File: src/rtl/hft_pkg.sv
// Shared constants and types for the negative-cycle extraction block.
// Widths come from the Const.vh macros (`NODES, `PRED_WIDTH, `WEIGHT_WIDTH,
// `VERT_WIDTH); defaults are supplied here only when those macros are not
// already defined by the build.
`ifndef NODES
`define NODES 4
`endif
`ifndef PRED_WIDTH
`define PRED_WIDTH 1
`endif
`ifndef WEIGHT_WIDTH
`define WEIGHT_WIDTH 15
`endif
`ifndef VERT_WIDTH
`define VERT_WIDTH (`PRED_WIDTH + `WEIGHT_WIDTH + 1)
`endif

package hft_pkg;

  localparam int unsigned NODES    = `NODES;
  localparam int unsigned PRED_W   = `PRED_WIDTH + 1;
  localparam int unsigned WEIGHT_W = `WEIGHT_WIDTH + 1;
  localparam int unsigned VERT_W   = `VERT_WIDTH + 1;

  // dist value marking a vertex never reached by the relaxation pass
  localparam logic [WEIGHT_W-1:0] UNREACHED = '1;

  typedef enum logic [2:0] {
    ScanSrc,
    ScanDst,
    Check,
    Walk,
    Emit,
    Done
  } state_e;

endpackage

File: src/rtl/cycle_extract.sv
// cycle_extract: after a Bellman-Ford pass, scans every edge for one that still
// relaxes, chases pred NODES times to land on the negative cycle, then streams
// the cycle's vertices over a valid/ready interface.
//
// Ports:
//   clk, cycle_reset      clock; synchronous active-high reset (deassert = start)
//   vertmat_addr/_q       vertex memory read, 1-cycle latency, q = {pred, dist}
//   adjmat_row/col_addr,  edge memory read, 1-cycle latency, signed weight,
//   adjmat_q              0 = no edge
//   cyc_vert/valid/last,  cycle vertex stream
//   cyc_ready
//   cycle_found/done      result flags, held until the next reset
//   cycle_weight          (only with CYCLE_WEIGHT_EN) sum of emitted cycle edges
module cycle_extract #(
  parameter int unsigned NODES = `NODES
) (
  input  logic                   clk,
  input  logic                   cycle_reset,
  input  logic [`VERT_WIDTH:0]   vertmat_q,
  input  logic [`WEIGHT_WIDTH:0] adjmat_q,
  output logic [`PRED_WIDTH:0]   vertmat_addr,
  output logic [`PRED_WIDTH:0]   adjmat_row_addr,
  output logic [`PRED_WIDTH:0]   adjmat_col_addr,
  output logic [`PRED_WIDTH:0]   cyc_vert,
  output logic                   cyc_valid,
  output logic                   cyc_last,
  input  logic                   cyc_ready,
  output logic                   cycle_found,
  output logic                   cycle_done
`ifdef CYCLE_WEIGHT_EN
  ,
  output logic signed [`WEIGHT_WIDTH:0] cycle_weight
`endif
);
  import hft_pkg::*;

  localparam int unsigned       CNT_W    = PRED_W + 1;
  localparam logic [PRED_W-1:0] IDX_LAST = PRED_W'(NODES - 1);
  localparam logic [CNT_W-1:0]  CNT_LAST = CNT_W'(NODES - 1);

  state_e              r_state, w_state_d;
  logic [PRED_W-1:0]   r_i, w_i_d, r_j, w_j_d, r_v, w_v_d, r_start, w_start_d;
  logic [PRED_W-1:0]   r_pred, w_pred_d, r_vaddr, w_vaddr_d;
  logic [PRED_W-1:0]   r_row, w_row_d, r_col, w_col_d, r_cyc_vert, w_cyc_vert_d;
  logic [WEIGHT_W-1:0] r_dist_i, w_dist_i_d, r_edge, w_edge_d;
  logic [CNT_W-1:0]    r_cnt, w_cnt_d;
  logic                r_phase, w_phase_d, r_found, w_found_d;
  logic                r_cyc_valid, w_cyc_valid_d, r_cyc_last, w_cyc_last_d;
  logic [PRED_W-1:0]   w_q_pred;
  logic [WEIGHT_W-1:0] w_q_dist, w_sum;
  logic                w_hit;
`ifdef CYCLE_WEIGHT_EN
  logic [WEIGHT_W-1:0] r_weight, w_weight_d;
  // Edge weight arrives two cycles after its address is chosen.
  logic [1:0]          r_acc_sh, w_acc_sh_d;
`endif

  assign w_q_pred = vertmat_q[VERT_W-1 -: PRED_W];
  assign w_q_dist = vertmat_q[WEIGHT_W-1:0];
  // Wrapping add; the compare is signed on the wrapped result.
  assign w_sum    = r_dist_i + r_edge;
  assign w_hit    = (r_edge != '0) && (r_dist_i != UNREACHED) &&
                    ($signed(w_sum) < $signed(w_q_dist));

  always_comb begin
    w_state_d     = r_state;
    w_i_d         = r_i;
    w_j_d         = r_j;
    w_v_d         = r_v;
    w_start_d     = r_start;
    w_pred_d      = r_pred;
    w_vaddr_d     = r_vaddr;
    w_row_d       = r_row;
    w_col_d       = r_col;
    w_cyc_vert_d  = r_cyc_vert;
    w_dist_i_d    = r_dist_i;
    w_edge_d      = r_edge;
    w_cnt_d       = r_cnt;
    w_phase_d     = r_phase;
    w_found_d     = r_found;
    w_cyc_valid_d = r_cyc_valid;
    w_cyc_last_d  = r_cyc_last;
`ifdef CYCLE_WEIGHT_EN
    w_acc_sh_d    = {r_acc_sh[0], 1'b0};
    w_weight_d    = r_acc_sh[1] ? r_weight + adjmat_q : r_weight;
`endif
    unique case (r_state)
      // vertmat_addr = i and adjmat addr = (i,j) are presented here.
      ScanSrc: begin
        w_vaddr_d = r_j;
        w_state_d = ScanDst;
      end
      ScanDst: begin
        w_dist_i_d = w_q_dist;
        w_edge_d   = adjmat_q;
        w_state_d  = Check;
      end
      // vertmat_q now holds dist[j].
      Check: begin
        if (w_hit) begin
          w_v_d     = r_j;
          w_vaddr_d = r_j;
          w_cnt_d   = '0;
          w_phase_d = 1'b0;
          w_state_d = Walk;
        end else if (r_j == IDX_LAST) begin
          if (r_i == IDX_LAST) begin
            w_state_d = Done;
          end else begin
            w_i_d     = r_i + PRED_W'(1);
            w_j_d     = '0;
            w_vaddr_d = r_i + PRED_W'(1);
            w_row_d   = r_i + PRED_W'(1);
            w_col_d   = '0;
            w_state_d = ScanSrc;
          end
        end else begin
          w_j_d     = r_j + PRED_W'(1);
          w_vaddr_d = r_i;
          w_col_d   = r_j + PRED_W'(1);
          w_state_d = ScanSrc;
        end
      end
      // Phase 0 presents v, phase 1 consumes pred[v].
      Walk: begin
        if (!r_phase) begin
          w_phase_d = 1'b1;
        end else begin
          w_phase_d = 1'b0;
          w_v_d     = w_q_pred;
          w_vaddr_d = w_q_pred;
          w_cnt_d   = r_cnt + CNT_W'(1);
          if (r_cnt == CNT_LAST) begin
            w_start_d = w_q_pred;
            w_cnt_d   = '0;
            w_state_d = Emit;
          end
        end
      end
      // pred[v] is fetched before the beat is raised so cyc_last is known.
      Emit: begin
        if (r_cyc_valid) begin
          if (cyc_ready) begin
            w_cyc_valid_d = 1'b0;
            if (r_cyc_last) begin
              w_found_d = 1'b1;
              w_state_d = Done;
            end else begin
              w_v_d     = r_pred;
              w_vaddr_d = r_pred;
              w_cnt_d   = r_cnt + CNT_W'(1);
            end
          end
        end else if (!r_phase) begin
          w_phase_d = 1'b1;
        end else begin
          w_phase_d     = 1'b0;
          w_pred_d      = w_q_pred;
          w_cyc_valid_d = 1'b1;
          w_cyc_vert_d  = r_v;
          w_cyc_last_d  = (w_q_pred == r_start) || (r_cnt == CNT_LAST);
`ifdef CYCLE_WEIGHT_EN
          w_row_d       = w_q_pred;
          w_col_d       = r_v;
          w_acc_sh_d[0] = 1'b1;
`endif
        end
      end
      Done: begin
        w_state_d = Done;
      end
      default: begin
        w_state_d = ScanSrc;
      end
    endcase
  end

  always_ff @(posedge clk) begin
    if (cycle_reset) begin
      r_state     <= ScanSrc;
      r_i         <= '0;
      r_j         <= '0;
      r_v         <= '0;
      r_start     <= '0;
      r_pred      <= '0;
      r_vaddr     <= '0;
      r_row       <= '0;
      r_col       <= '0;
      r_cyc_vert  <= '0;
      r_dist_i    <= '0;
      r_edge      <= '0;
      r_cnt       <= '0;
      r_phase     <= 1'b0;
      r_found     <= 1'b0;
      r_cyc_valid <= 1'b0;
      r_cyc_last  <= 1'b0;
`ifdef CYCLE_WEIGHT_EN
      r_weight    <= '0;
      r_acc_sh    <= '0;
`endif
    end else begin
      r_state     <= w_state_d;
      r_i         <= w_i_d;
      r_j         <= w_j_d;
      r_v         <= w_v_d;
      r_start     <= w_start_d;
      r_pred      <= w_pred_d;
      r_vaddr     <= w_vaddr_d;
      r_row       <= w_row_d;
      r_col       <= w_col_d;
      r_cyc_vert  <= w_cyc_vert_d;
      r_dist_i    <= w_dist_i_d;
      r_edge      <= w_edge_d;
      r_cnt       <= w_cnt_d;
      r_phase     <= w_phase_d;
      r_found     <= w_found_d;
      r_cyc_valid <= w_cyc_valid_d;
      r_cyc_last  <= w_cyc_last_d;
`ifdef CYCLE_WEIGHT_EN
      r_weight    <= w_weight_d;
      r_acc_sh    <= w_acc_sh_d;
`endif
    end
  end

  assign vertmat_addr    = r_vaddr;
  assign adjmat_row_addr = r_row;
  assign adjmat_col_addr = r_col;
  assign cyc_vert        = r_cyc_vert;
  assign cyc_valid       = r_cyc_valid;
  assign cyc_last        = r_cyc_last;
  assign cycle_found     = r_found;
`ifdef CYCLE_WEIGHT_EN
  // Done is only reported once the last edge weight has been summed.
  assign cycle_done      = (r_state == Done) && (r_acc_sh == 2'b00);
  assign cycle_weight    = r_weight;
`else
  assign cycle_done      = (r_state == Done);
`endif

endmodule

File: config.mk
export PLATFORM = sky130hd
export DESIGN_NAME = cycle_extract
export DESIGN_NICKNAME = d
export VERILOG_FILES = /design/src/rtl/hft_pkg.sv /design/src/rtl/cycle_extract.sv
export SDC_FILE = /design/constraint.sdc
export NUM_CORES = 1
export LEC_CHECK = 0
export CAP_MARGIN = 20
export CORE_AREA = 2 2 84 86
export DETAILED_ROUTE_END_ITERATION = 16
export DIE_AREA = 0 0 86 88
export PLACE_DENSITY = 0.8
export SLEW_MARGIN = 20
export SYNTH_ARGS = -nofsm -noshare
export SYNTH_HDL_FRONTEND = slang
export SYNTH_SLANG_ARGS = --single-unit
File: constraint.sdc
create_clock -name clk -period 3.9 [get_ports clk]
set_input_delay 0.39 -clock clk [delete_from_list [all_inputs] [get_ports clk]]
set_output_delay 0.39 -clock clk [all_outputs]
set_load 0.03 [all_outputs]
==> run metrics <==
Clock Pin Slew Worst Setup and Hold Paths roughly 100 ps; NetSw around 0.64 mW; Static Leak approximately 1.8 nW; Syn Std Cell Area between 0.003 and 0.004 mm²; Ports 49; Hold Crit Start cycle_found; Avg Inst Size Synth between 7 and 8 µm²; final-stage net count around 590; First-pass DRT Iterations 5; clk buf depth 2; Internal Power between 1 and 1.5 mW; Final min period approximately 3700 ps; Slew HR between 30% and 40%; n_diodes 0; Sw Ratio a little under two fifths; Via Count between 3,000 and 4,000; floorplan core area around 0.0066 mm²; Slew Limit Fails 0; crit path max fanout 6; worst skew pair latency roughly 310 ps; Comb pwr share between 30% and 40%; GRT Overall Usage about a quarter; Worst Hold Class flip-flop to flip-flop; Starting Density 54.8%; Die ar. 0.00757 mm²; Seq pwr share between 40% and 50%; count leader, synth nand2_1; yosys warns 0; Reg2Reg Launch Point r_edge[1]; final-report hold violation count 0; CTS H-Tree Depth 2; XOR/XNOR Fraction of Synth Area under 10%; die height about 90 µm; Peak VDD IR 237 µV; top post-synthesis cells by count nand2_1 (92), a21oi_1 (56), dfxtp_1 (56); antenna violations before repair 0; Fmax around 270 MHz; total wire length 9320 µm; post-synthesis mux area share 2.20%; Initial DRC Count about 240; GPL Wtd Cong between 0.9 and 1; Setup violations, final 0; Num CTS Buffers 5; vias in the first global route between 3,000 and 4,000; via/cell ratio ~6.0; CTS tree done; worst r2r path cells 15; CP Data Required Time 4120 ps; post-synth top area share ~31%; Setup crit start kind flip-flop; simple-gate share of the synthesized area a little under a quarter; Port Buffer Count 48; register area about 0.0011 mm²; asr flop ratio synth 0%; Worst Setup End Kind flip-flop; clock sink count 56; syn_nets 548; Hold Path Stages 2; DRC 0; post-layout util 66.3%; adder-cell share of the synthesized area ~13%; multi-input logic area between 0.002 and 0.0025 mm²; EDFF count, synth 0; Worst-Margin Slew 1030 ps; compound-cell area share of the yosys netlist between 20% and 30%; Cells after Synth between 400 and 500; largest net degree at the start of global routing 57; unrepaired setup endpoints after global routing true; clock group share of total power between 20% and 30%; Max-Cap Viols 0; HPWL after DPL between 6000 and 7000 µm; wire length per cell approximately 16 µm; clk root buf clkbuf_8; post-synth cell types 56; GRT overflow 0; die width between 80 and 90 µm; Synth Flop Type dfxtp_1; R2R Setup Slk ~160 ps; Area Growth Syn to Fin 21.1%; period utilization a little over nine tenths; Worst EP arrival 3960 ps; status finished clean; register area share after synthesis ~30%; WHS Endpoint cycle_found; worst r2r dst r_state[2]; num rows 30; ranking of synthesized cells by area dfxtp_1 (31%), ha_1 (12%), nand2_1 (9.5%), a21oi_1 (7.7%), nor2_1 (3.6%); global-route wire length before repair around 15,000 µm; Power Dens Cells about 400 mW/mm²; setup TNS 0 ps; # hold bufs at CTS 0; number of fill cells around 540; share of cells above drive strength 1 under 10%; number of routed nets with antenna violations 0; largest family of logic cells by synthesized area simple AND/OR/NAND/NOR gates; Yosys reg bits 56; Crit Path Category flip-flop to flip-flop; clock skew ~9.5 ps; Yosys top cell by area dfxtp_1
flip-flops by register name, summed over array words and instances (netlist names), 3 cells and up:
name	flops
r_state	3
r_cnt	3
r_dist_i	16
r_edge	16
what timing repair did:
action / 4_1_cts / 5_1_grt
gates cloned: 0 / 0
pin swaps: 1 / 16
endpoints found under the setup margin: 3 / 14
resized for setup: 1 / 25
buffers inserted: 0 / 3
final cells by class:
cell class                      count  share of cell area, %
Inverter                           33                   2.81
Tap cell                           80                   2.27
Clock inverter                      1                  0.681
Multi-Input combinational cell    369                   55.3
Sequential cell                    56                   25.6
Clock buffer                        5                   1.56
Timing Repair Buffer               54                   11.8
cells by family (layout without fill, tap and decap cells):
logic type,Yosys count,after routing
DFF,56,56
and+or+nand+nor,186,186
adders and majority gates,36,36
xor gates and xnor gates,17,17
AOI/OAI and AO/OA,122,122
buffers and inverters,50,93
muxes,8,8
cell usage in the layout, fill, tap and decap left out, types with 5 or more instances in the layout:
cell / count
nand4_1: 9
buf_4: 6
nor3_1: 7
nor4_1: 5
inv_1: 32
dfxtp_1: 52
a21oi_1: 53
and3_1: 5
o21ai_0: 16
xnor2_1: 14
ha_1: 33
clkdlybuf4s50_1: 47
o211ai_1: 5
nand2_1: 92
mux2i_1: 8
nand2b_1: 5
nand3_1: 5
clkbuf_8: 5
nor2_1: 35
how the worst max path moves through the flow:
| stage | start | endpoint | slack (ps) |
|---|---|---|---|
| final | r_edge[1] | r_state[2] | 160 |
| after CTS | r_dist_i[0] | vertmat_addr[1] | 10 |
| after detailed placement | r_dist_i[1] | vertmat_addr[1] | 10 |
| after floorplan | r_dist_i[0] | adjmat_row_addr[1] | 400 |
| after global placement | r_dist_i[1] | adjmat_row_addr[1] | 120 |
| after global routing | r_dist_i[0] | r_state[2] | -20 |
power by group through the flow:
stage          registers, mW  clock network (mW)  logic, mW
4_1_cts                0.695               0.378      0.616
5_1_grt                0.709               0.404      0.744
3_3_place_gp           0.705                   0      0.597
6_report               0.702               0.375      0.671
2_1_floorplan          0.689                   0      0.452
3_5_place_dp           0.707                   0      0.610
per-stage QoR:
stage                     power (mW)  std cells  hold WS, ps  setup WS (ps)  cell area, µm²
after floorplan                 1.14        475          450            399            3640
after global placement          1.30        589          454            123            4170
after detailed placement        1.32        589          463           13.7            4170
after CTS                       1.69        595          487           10.3            4280
after global routing            1.86        598          503          -18.6            4410
final                           1.75        598          483            160            4410
critical path, cell delays in order (launching register included):
cell	delay [ps]
dfxtp_2	390
ha_4	220
a211oi_2	280
o21ai_1	120
a221oi_2	320
or2b_1	280
a21oi_2	150
xnor2_1	80
ha_1	300
and3_1	220
o31a_1	200
a31oi_4	110
a211o_2	410
nand2_1	210
nand4_1	120
a221oi_1	240
per-layer routing:
metal	share of wire, %	wire length [µm]	track usage (%)	vias up
met5	0	0	0	-
met4	1.9	178	7.07	0
met3	5.1	472	4.34	20
met2	48	4440	40.0	119
met1	45	4230	33.0	1695
li1	-	-	-	1754
(Power assumes the default switching activity.)
